**src/rtl/imem_loader_pkg.sv**
```systemverilog
// Shared types and constants for the instruction-memory boot loader.
package imem_loader_pkg;

  typedef enum logic [2:0] {
    ST_LEN,
    ST_DATA,
    ST_CHK,
    ST_FILL,
    ST_HOLD,
    ST_RUN,
    ST_ERR
  } state_e;

  localparam int WORD_BYTES = 4;
  localparam int HDR_BYTES  = 4;

endpackage

```
**src/rtl/imem_loader_byte_packer.sv**
```systemverilog
// Little-endian byte-to-word assembler used for both the length header and
// the payload words. word_valid_o is combinational in the cycle of the
// fourth accepted byte so the caller can register the finished word.
module byte_packer
  import imem_loader_pkg::*;
(
  input  logic        clk_i,
  input  logic        rst_i,
  input  logic        clear_i,
  input  logic        byte_en_i,
  input  logic [7:0]  byte_i,
  output logic        word_valid_o,
  output logic [31:0] word_o
);

  logic [1:0]  cnt_q, cnt_d;
  logic [23:0] acc_q, acc_d;

  // Earlier bytes shift down so the first byte lands in bits 7:0.
  always_comb begin
    cnt_d = cnt_q;
    acc_d = acc_q;
    if (byte_en_i) begin
      cnt_d = cnt_q + 2'd1;
      acc_d = {byte_i, acc_q[23:8]};
    end
    if (clear_i) begin
      cnt_d = '0;
      acc_d = '0;
    end
  end

  // Byte counter and partial-word register.
  always_ff @(posedge clk_i) begin
    if (rst_i) begin
      cnt_q <= '0;
      acc_q <= '0;
    end else begin
      cnt_q <= cnt_d;
      acc_q <= acc_d;
    end
  end

  assign word_valid_o = byte_en_i && (cnt_q == 2'(WORD_BYTES - 1));
  assign word_o       = {byte_i, acc_q};

endmodule

```
**src/rtl/imem_loader.sv**
```systemverilog
// Boot loader: receives a length header and N little-endian words, writes
// them into instruction memory, zero-fills the rest, holds the CPU in reset
// for RESET_HOLD cycles after the last write, then starts it.
// Optional build macro IMEM_LOADER_CHECKSUM_EN adds a trailing XOR checksum
// byte over the payload that must match before the CPU is released.
module imem_loader
  import imem_loader_pkg::*;
#(
  parameter int IMEM_DEPTH = 256,
  parameter int ADDR_W     = 8,
  parameter int RESET_HOLD = 4
) (
  input  logic              clk_i,
  input  logic              rst_i,
  input  logic              byte_valid_i,
  input  logic [7:0]        byte_data_i,
  output logic              byte_ready_o,
  output logic              imem_we_o,
  output logic [ADDR_W-1:0] imem_addr_o,
  output logic [31:0]       imem_data_o,
  output logic              cpu_rst_o,
  output logic              cpu_start_o,
  output logic              busy_o,
  output logic              done_o,
  output logic              err_o,
  output logic [ADDR_W:0]   words_loaded_o
);

  localparam int CNT_W  = ADDR_W + 1;
  localparam int HOLD_W = $clog2(RESET_HOLD + 2);
  localparam logic [CNT_W-1:0] DEPTH_C = CNT_W'(IMEM_DEPTH);
  localparam logic [CNT_W-1:0] LAST_C  = CNT_W'(IMEM_DEPTH - 1);

  state_e              state_q, state_d;
  logic [CNT_W-1:0]    n_q, n_d, wl_q, wl_d, fill_q, fill_d;
  logic [HOLD_W-1:0]   hold_q, hold_d;
  logic                busy_q, busy_d, we_q, we_d;
  logic [ADDR_W-1:0]   addr_q, addr_d;
  logic [31:0]         data_q, data_d;
  logic                ready, hs, pk_valid;
  logic [31:0]         pk_word;
`ifdef IMEM_LOADER_CHECKSUM_EN
  logic [7:0]          csum_q, csum_d;
`endif

  // A full memory needs no zero-fill pass.
  function automatic state_e fill_or_hold(input logic [CNT_W-1:0] n);
    return (n == DEPTH_C) ? ST_HOLD : ST_FILL;
  endfunction

  byte_packer u_packer (
    .clk_i        (clk_i),
    .rst_i        (rst_i),
    .clear_i      (state_d != state_q),
    .byte_en_i    (hs && (state_q == ST_LEN || state_q == ST_DATA)),
    .byte_i       (byte_data_i),
    .word_valid_o (pk_valid),
    .word_o       (pk_word)
  );

  assign hs = byte_valid_i && ready;

  // Next-state, write-port and counter logic.
  always_comb begin
    state_d = state_q;
    n_d     = n_q;
    wl_d    = wl_q;
    fill_d  = fill_q;
    hold_d  = hold_q;
    busy_d  = busy_q | hs;
    we_d    = 1'b0;
    addr_d  = addr_q;
    data_d  = data_q;
    ready   = 1'b0;
`ifdef IMEM_LOADER_CHECKSUM_EN
    csum_d  = csum_q;
`endif
    case (state_q)
      ST_LEN: begin
        ready = !rst_i;
        if (pk_valid) begin
          n_d    = pk_word[CNT_W-1:0];
          fill_d = pk_word[CNT_W-1:0];
          if (pk_word > 32'(IMEM_DEPTH)) begin
            state_d = ST_ERR;
          end else if (pk_word == '0) begin
`ifdef IMEM_LOADER_CHECKSUM_EN
            state_d = ST_CHK;
`else
            state_d = ST_FILL;
`endif
          end else begin
            state_d = ST_DATA;
          end
        end
      end
      ST_DATA: begin
        ready = !rst_i;
`ifdef IMEM_LOADER_CHECKSUM_EN
        if (hs) csum_d = csum_q ^ byte_data_i;
`endif
        if (pk_valid) begin
          we_d   = 1'b1;
          addr_d = wl_q[ADDR_W-1:0];
          data_d = pk_word;
          wl_d   = wl_q + CNT_W'(1);
          if (wl_q + CNT_W'(1) == n_q) begin
`ifdef IMEM_LOADER_CHECKSUM_EN
            state_d = ST_CHK;
`else
            state_d = fill_or_hold(n_q);
`endif
          end
        end
      end
`ifdef IMEM_LOADER_CHECKSUM_EN
      ST_CHK: begin
        ready = !rst_i;
        if (hs) state_d = (byte_data_i == csum_q) ? fill_or_hold(n_q) : ST_ERR;
      end
`endif
      ST_FILL: begin
        we_d   = 1'b1;
        addr_d = fill_q[ADDR_W-1:0];
        data_d = '0;
        fill_d = fill_q + CNT_W'(1);
        if (fill_q == LAST_C) state_d = ST_HOLD;
      end
      ST_HOLD: begin
        hold_d = hold_q + HOLD_W'(1);
        if (hold_q == HOLD_W'(RESET_HOLD)) state_d = ST_RUN;
      end
      default: ;
    endcase
  end

  // State and datapath registers.
  always_ff @(posedge clk_i) begin
    if (rst_i) begin
      state_q <= ST_LEN;
      n_q     <= '0;
      wl_q    <= '0;
      fill_q  <= '0;
      hold_q  <= '0;
      busy_q  <= 1'b0;
      we_q    <= 1'b0;
      addr_q  <= '0;
      data_q  <= '0;
`ifdef IMEM_LOADER_CHECKSUM_EN
      csum_q  <= '0;
`endif
    end else begin
      state_q <= state_d;
      n_q     <= n_d;
      wl_q    <= wl_d;
      fill_q  <= fill_d;
      hold_q  <= hold_d;
      busy_q  <= busy_d;
      we_q    <= we_d;
      addr_q  <= addr_d;
      data_q  <= data_d;
`ifdef IMEM_LOADER_CHECKSUM_EN
      csum_q  <= csum_d;
`endif
    end
  end

  assign byte_ready_o   = ready;
  assign imem_we_o      = we_q;
  assign imem_addr_o    = addr_q;
  assign imem_data_o    = data_q;
  assign cpu_rst_o      = (state_q != ST_RUN);
  assign cpu_start_o    = (state_q == ST_RUN);
  assign done_o         = (state_q == ST_RUN);
  assign err_o          = (state_q == ST_ERR);
  assign busy_o         = busy_q && (state_q != ST_RUN) && (state_q != ST_ERR);
  assign words_loaded_o = wl_q;

endmodule

```
**config.mk**
```make
export PLATFORM = sky130hd
export DESIGN_NAME = imem_loader
export DESIGN_NICKNAME = d
export VERILOG_FILES = /design/src/rtl/imem_loader_pkg.sv /design/src/rtl/imem_loader_byte_packer.sv /design/src/rtl/imem_loader.sv
export SDC_FILE = /design/constraint.sdc
export NUM_CORES = 1
export LEC_CHECK = 0
export ABC_AREA = 1
export BUFFER_PORTS_ARGS = -buffer_cell sky130_fd_sc_hd__buf_2
export CAP_MARGIN = 20
export CORE_MARGIN = 2
export CORE_UTILIZATION = 50
export CTS_CLUSTER_DIAMETER = 200
export DETAILED_ROUTE_END_ITERATION = 16
export PLACE_DENSITY = 0.71
export SETUP_SLACK_MARGIN = 0.2
export SKIP_LAST_GASP = 1
export SLEW_MARGIN = 5
export SYNTH_ARGS = -nofsm -noshare
export SYNTH_HDL_FRONTEND = slang
export SYNTH_SLANG_ARGS = --single-unit
```
**constraint.sdc**
```tcl
create_clock -name clk_i -period 4.2 [get_ports clk_i]
set_input_delay 0.84 -clock clk_i [delete_from_list [all_inputs] [get_ports clk_i]]
set_output_delay 0.84 -clock clk_i [all_outputs]
set_load 0.02 [all_outputs]
```
Word level (Yosys, flattened, before mapping)
Index checks and enable logic that the tools add are counted.
W data, S select, Z words.
{"block": "word_totals", "regBits": 101, "output_inout_bits": 56, "word_cells": 67}
{"block": "classes", "add_sub_neg": 4, "order_cmp": 1, "n_eq_ne": 15, "mux": 18, "bitwise_logic": 1, "n_reduce_logical": 17}
{"cell": "$pmux W32 S2", "count": 1}
{"cell": "$gt A32 B9 Y1 const B", "count": 1}
{"cell": "$logic_not A32 Y1", "count": 1}
{"cell": "$mux W32", "count": 1}
{"cell": "$mux W3", "count": 7}
{"cell": "$add A9 B1 Y9 const B", "count": 2}
{"cell": "$pmux W9 S2", "count": 1}
{"cell": "$pmux W8 S2", "count": 1}
{"cell": "$eq A3 B3 Y1 const B", "count": 4}
{"cell": "$pmux W3 S4", "count": 1}
{"cell": "$eq A9 B8 Y1 const B", "count": 1}
{"cell": "$eq A9 B9 Y1", "count": 1}
{"cell": "$eq A9 B9 Y1 const B", "count": 1}
{"cell": "$mux W9", "count": 1}
{"cell": "$mux W8", "count": 1}
{"cell": "$reduce_and A2 Y1", "count": 4}
{"cell": "$ne A3 B3 Y1 const B", "count": 2}
{"cell": "$logic_and A1 B1 Y1", "count": 5}
{"cell": "$ne A2 B2 Y1 const B", "count": 2}
{"cell": "$reduce_bool A2 Y1", "count": 2}
{"cell": "$reduce_or A2 Y1", "count": 2}
{"cell": "$add A3 B1 Y3 const B", "count": 1}
{"cell": "$eq A3 B1 Y1 const B", "count": 1}
{"cell": "$eq A3 B2 Y1 const B", "count": 1}
{"cell": "other kinds (10)", "count": 11}

Depth between registers and ports, before layout
{"block": "logic_depth", "depth_word": 10, "ltp_mapped": 18, "mapped_depth_nobuf": 17}

Modules after synthesis
A second synthesis with hierarchy kept.
{"block": "hier_totals", "cells_unflattened": 726, "hier_area_um2": 4906.0}
{"module": "imem_loader", "instances": 1, "cells_each": 551, "area_each_um2": 3743.6, "seq_area_each_um2": 1501.4}
{"module": "byte_packer", "instances": 1, "cells_each": 175, "area_each_um2": 1162.4, "seq_area_each_um2": 520.5}

Worst setup path after synthesis
No wires, ideal clock.
{"block": "synth_timing", "path_kind": "input-to-output", "startpoint": "input port rst_i", "endpoint": "output port byte_ready_o", "arrival_time_ns": 1.648, "required_ns": 3.360, "slack_ns": 1.712, "path_stages": 3, "path_cell_list": "buf_2 -> clkbuf_1 -> nor3_1"}
{"block": "synth_via", "elab_chain_cells": 2}
{"item": "from (decl)", "line_no": "imem_loader.sv:14", "source": "input logic rst_i,"}
{"item": "$logic_not A1 Y1", "line_no": "imem_loader.sv:80, imem_loader.sv:98"}
{"item": "$mux W1"}
{"item": "to (decl)", "line_no": "imem_loader.sv:17", "source": "output logic byte_ready_o,"}
Every way passes these cells.

Worst setup path in the final report
{"block": "layout_timing", "startpoint": "input port rst_i", "endpoint": "register u_packer.acc_q[0]"}
{"block": "layout_via", "elab_chain_cells": 9}
{"item": "$logic_not A1 Y1", "line_no": "imem_loader.sv:80, imem_loader.sv:98"}
{"item": "$mux W1"}
{"item": "$logic_and A1 B1 Y1", "line_no": "imem_loader.sv:61", "source": "assign hs = byte_valid_i && ready;"}
{"item": "$logic_and A1 B1 Y1", "line_no": "imem_loader.sv:55", "source": ".byte_en_i (hs && (state_q == ST_LEN || state_q == ST_DATA)),"}
{"item": "$logic_and A1 B1 Y1", "line_no": "imem_loader_byte_packer.sv:44", "source": "assign word_valid_o = byte_en_i && (cnt_q == 2'(WORD_BYTES - 1));"}
{"item": "$mux W3, on equally long branches", "line_no": "imem_loader.sv:102, imem_loader.sv:81"}
{"item": "$pmux W3 S4", "line_no": "imem_loader.sv:78", "source": "case (state_q)"}
{"item": "$ne A3 B3 Y1", "line_no": "imem_loader.sv:54", "source": ".clear_i (state_d != state_q),"}
{"item": "$reduce_or A2 Y1 (no line)"}
{"item": "to (signal assigned)", "line_no": "imem_loader_byte_packer.sv:37", "source": "acc_q <= '0;"}
{"item": "to (signal assigned)", "line_no": "imem_loader_byte_packer.sv:40", "source": "acc_q <= acc_d;"}
{"item": "to (decl)", "line_no": "imem_loader_byte_packer.sv:17", "source": "logic [23:0] acc_q, acc_d;"}
Parallel ways exist; a longest one is shown, timed or not.
A chain may end at the register's enable or synchronous reset.

==> impl_results.md <==
- Yosys Warn Count: 0
- Proportion of layout cells with a drive suffix above 1: a little under a fifth
- Mean Syn Cell Area: ~7.4 um2
- Hold violation count in the final report: 0
- Worst-case setup slack after placement: about 0.98 ns
- Gpl congestion: 0.883
- Count of different cell masters after synthesis: 38
- Initial antenna violation count: 0
- Most frequent standard cell in the layout excluding fill and tap cells: nand2_1
- Total standard cell area after synthesis: roughly 0.0047 mm2
- Core area: between 0.009 and 0.01 mm2
- Maximum level of the CTS H-tree: 3
- Power per cell area: approximately 350 mW/mm2
- Rows: 35
- Top FF cell, synth: dfxtp_1
- Area fraction of the dominant cell type after synthesis: between 40% and 50%
- Hold slack final: 0.462 ns
- Post-CTS Hold Buffers: 0
- I/O pin total: 67
- Post-CTS setup repair buffer count: 0
- Data required time at the worst endpoint: around 4.5 ns
- Placed cell count: approximately 790
- Maximum achievable frequency: between 300 and 400 MHz
- Root Buffer: clkbuf_8
- Run status: finished clean
- GRT Total Usage: approximately 23%
- Met3 track demand over resource: about 3.4%
- Worst setup path category: input pin to register
- Total wire length: roughly 11000 um
- Worst hold path class: register to register
- Cell types with the largest area share after synthesis: dfxtp_1, nand2_1, a21oi_1
- Number of register bits inferred by synthesis: between 100 and 150
- Fraction of synthesis flops using an asynchronous set or reset pin: 0%
- Maximum number of pins on one net before global-route repair: between 50 and 60
- CP Capture Type: register
- Post-synthesis share of cell area spent on and, or, nand and nor gates: between 30% and 40%
- RSZ-0062 raised after global routing: false
- Largest vdd supply drop: around 150 uV
- Post-route non-filler standard cell count: 805
- CP Depth: 13
- Resized Gates After CTS: 0
- Layout-stage area growth over the synthesis result: 12.1%
- Floorplan die width: 101 um
- Final critical path time including I/O delays and setup: 2.87 ns
- Start point of the critical path: rst_i
- Final total negative setup slack: 0 ns
- Vias per Instance: between 5 and 6
- Cells after Synth: 636
- Reg2reg path depth: 17
- Residual overflow from global routing: 0
- Clock latency at the later pin of the worst-skew pair: between 0.3 and 0.4 ns
- Setup slack of the most critical reg-to-reg path: 1.47 ns
- Clock sink count: a little over 100
- Register area share after synthesis: a little over two fifths
- Vias in the first global route: approximately 4000
- Initial core utilization: between 50% and 60%
- Routed wirelength normalized by instance count: about 14 um
- Critical Path End: u_packer.acc_q[0]$_SDFFE_PP0P_
- Startpoint types: input pin
- Hold wc startpoint: hold_q[2]$_SDFFE_PP0N_
- Num CTS Buffers: 9
- Cell accounting for the most synthesized area: dfxtp_1
- Final worst clock skew: 0.0143 ns
- Final std cell area, no fill: ~0.0053 mm2
- Fraction of the cycle the final worst path needs: around two thirds
- Slack of the critical path: 1.33 ns
- Dominant combinational cell family by area after synthesis: simple AND/OR/NAND/NOR gates
- Post-route antenna net violation count: 0
- Highest-delay cell along the critical path: nand2_4
- Largest stage delay, worst path: around 0.51 ns
- Multiplexer fraction of the synthesized cell area: under 10%
- Highest-count cells in the layout ignoring fill and taps: nand2_1, dfxtp_1, inv_1
- Relative max-transition margin: between 40 and 50%
- Clk slew on worst S/H paths: roughly 0.10 ns
- Count of vias placed by the detailed router: roughly 4200
- Destination of the worst register-to-register timing path: u_packer.acc_q[0]$_SDFFE_PP0P_
- Half-perimeter wire length after detailed placement: 7930 um
- Global-route wire length before repair: about 18000 um
- Net count after synthesis: between 600 and 700
- Pleak: approximately 0.0022 uW
- Dpl cell area: a little over 0.005 mm2
- Max clock buf depth: 2
- Number of violations reported at the end of detailed-routing iteration 0: ~190
- Die area: 0.0102 mm2
- Highest fanout seen on the critical path: 27
- Post-Synth XOR/XNOR Area: less than 1%
- TritonCTS clock tree: built
- Finish-stage setup viols: 0
- Arrival @ worst endpoint: ~3.1 ns
- Cell family contributing the most delay on the critical path: simple AND/OR/NAND/NOR gates
- Final number of max-transition violations: 0
- Number of flops mapped to enable cells by yosys: 0
- Compound-cell area share of the yosys netlist: 14.4%
- Worst-Margin Slew: roughly 0.8 ns
- Layout net count: between 700 and 800
- Antenna diode instance count: 0
- Area share of fa/ha/maj cells after synthesis: approximately 1.6%
- Cell chain of the critical path: buf_2 > inv_2 > nand4_2 > nor2_4 > nand3_4 > inv_2 > o21ai_0 > nand2_1 > nor2_1 > nand2_1 > a21oi_4 > nand2_4 > nor2_1
- RR Startpoint: fill_q[1]$_SDFFE_PP0P_
- DRC Markers: 0
- Y dimension of the die: 101 um
- Worst path buffer plus inverter count: 3
- Number of maximum-capacitance constraint violations: 0
- Met1 global-route usage: 30.0%
- Detailed-router iteration count before antenna repair: 4
- Count of port buffers added during placement: 66
- Busiest metal layer after global routing: met2
- Met2 Track Usage GR: 37.3%
[cell type report]
cell class,instances,area [um2]
Timing Repair Buffer,71,368
Clock buffer,11,151
Sequential cell,101,2020
Multi-Input combinational cell,433,2260
Inverter,73,274
Clock inverter,5,67.6
Fill cell,890,3920
Tap cell,111,139
[worst register-to-register path, cell delays in order, from the launching register on]
cell and delay, ns:
dfxtp_1 0.40, ha_1 0.18, nand2_1 0.07, nor2_1 0.09, inv_1 0.05, nor2_1 0.08
inv_1 0.07, nor4_1 0.24, ha_1 0.21, inv_1 0.05, nand2_1 0.08, nand2_1 0.05
a21oi_1 0.20, nand2_1 0.08, nand2_1 0.07, nand2_2 0.06, nand2_4 0.49, nor2_1 0.12
[logic make-up after synthesis]
kind of cell | count (synthesis)
DFF | 101
buffers and inverters | 102
AOI/OAI and AO/OA | 125
muxes | 5
and+or+nand+nor | 293
adders and majority gates | 6
xor gates and xnor gates | 4
[per-stage QoR]
stage	total power (uW)	utilization [%]
2_1_floorplan	1160	-
3_3_place_gp	1180	55.0
3_5_place_dp	1180	55.0
4_1_cts	1830	57.4
5_1_grt	1900	57.4
6_report	1820	57.4
[flip-flops by register name, summed over array words and instances, names as in the netlist]
| register | cells |
|---|---|
| words_loaded_o | 9 |
| u_packer.cnt_q | 2 |
| fill_q | 9 |
| n_q | 9 |
| imem_data_o | 32 |
| busy_q | 1 |
| imem_addr_o | 8 |
| state_q | 3 |
| hold_q | 3 |
| imem_we_o | 1 |
| u_packer.acc_q | 24 |
[Yosys cell counts (all sizes together), types with 5 or more instances]
cell type	instances
nor3	7
a21oi	54
nand4	11
o21ai	47
inv	72
ha	6
nor2	70
mux2i	5
clkbuf	16
nand3	31
dfxtp	101
nand2	171
a31oi	15
buf	13
[how the worst min path moves through the flow]
stage,end,cells past startpoint
after floorplan,hold_q[2]$_SDFFE_PP0N_,1
after global routing,hold_q[2]$_SDFFE_PP0N_,1
after global placement,imem_data_o[9]$_SDFFE_PP0P_,2
final,hold_q[2]$_SDFFE_PP0N_,1
after CTS,hold_q[2]$_SDFFE_PP0N_,1
after detailed placement,imem_data_o[29]$_SDFFE_PP0P_,2
[power by group]
part / leakage, uW / total (uW) / internal [uW] / switching (uW)
Clock: 0.000112 / 660 / 315 / 345
Sequential: 0.000817 / 1000 / 980 / 22.9
Combinational: 0.00131 / 159 / 50.6 / 109
[per-layer routing]
| metal | part of all wire [%] | routed length, um |
|---|---|---|
| met3 | 4.6 | 500 |
| met1 | 47 | 5090 |
| met4 | 1.4 | 150 |
| met2 | 47 | 5190 |
| met5 | 0 | 0 |
Power figures use the tool's default switching activity.
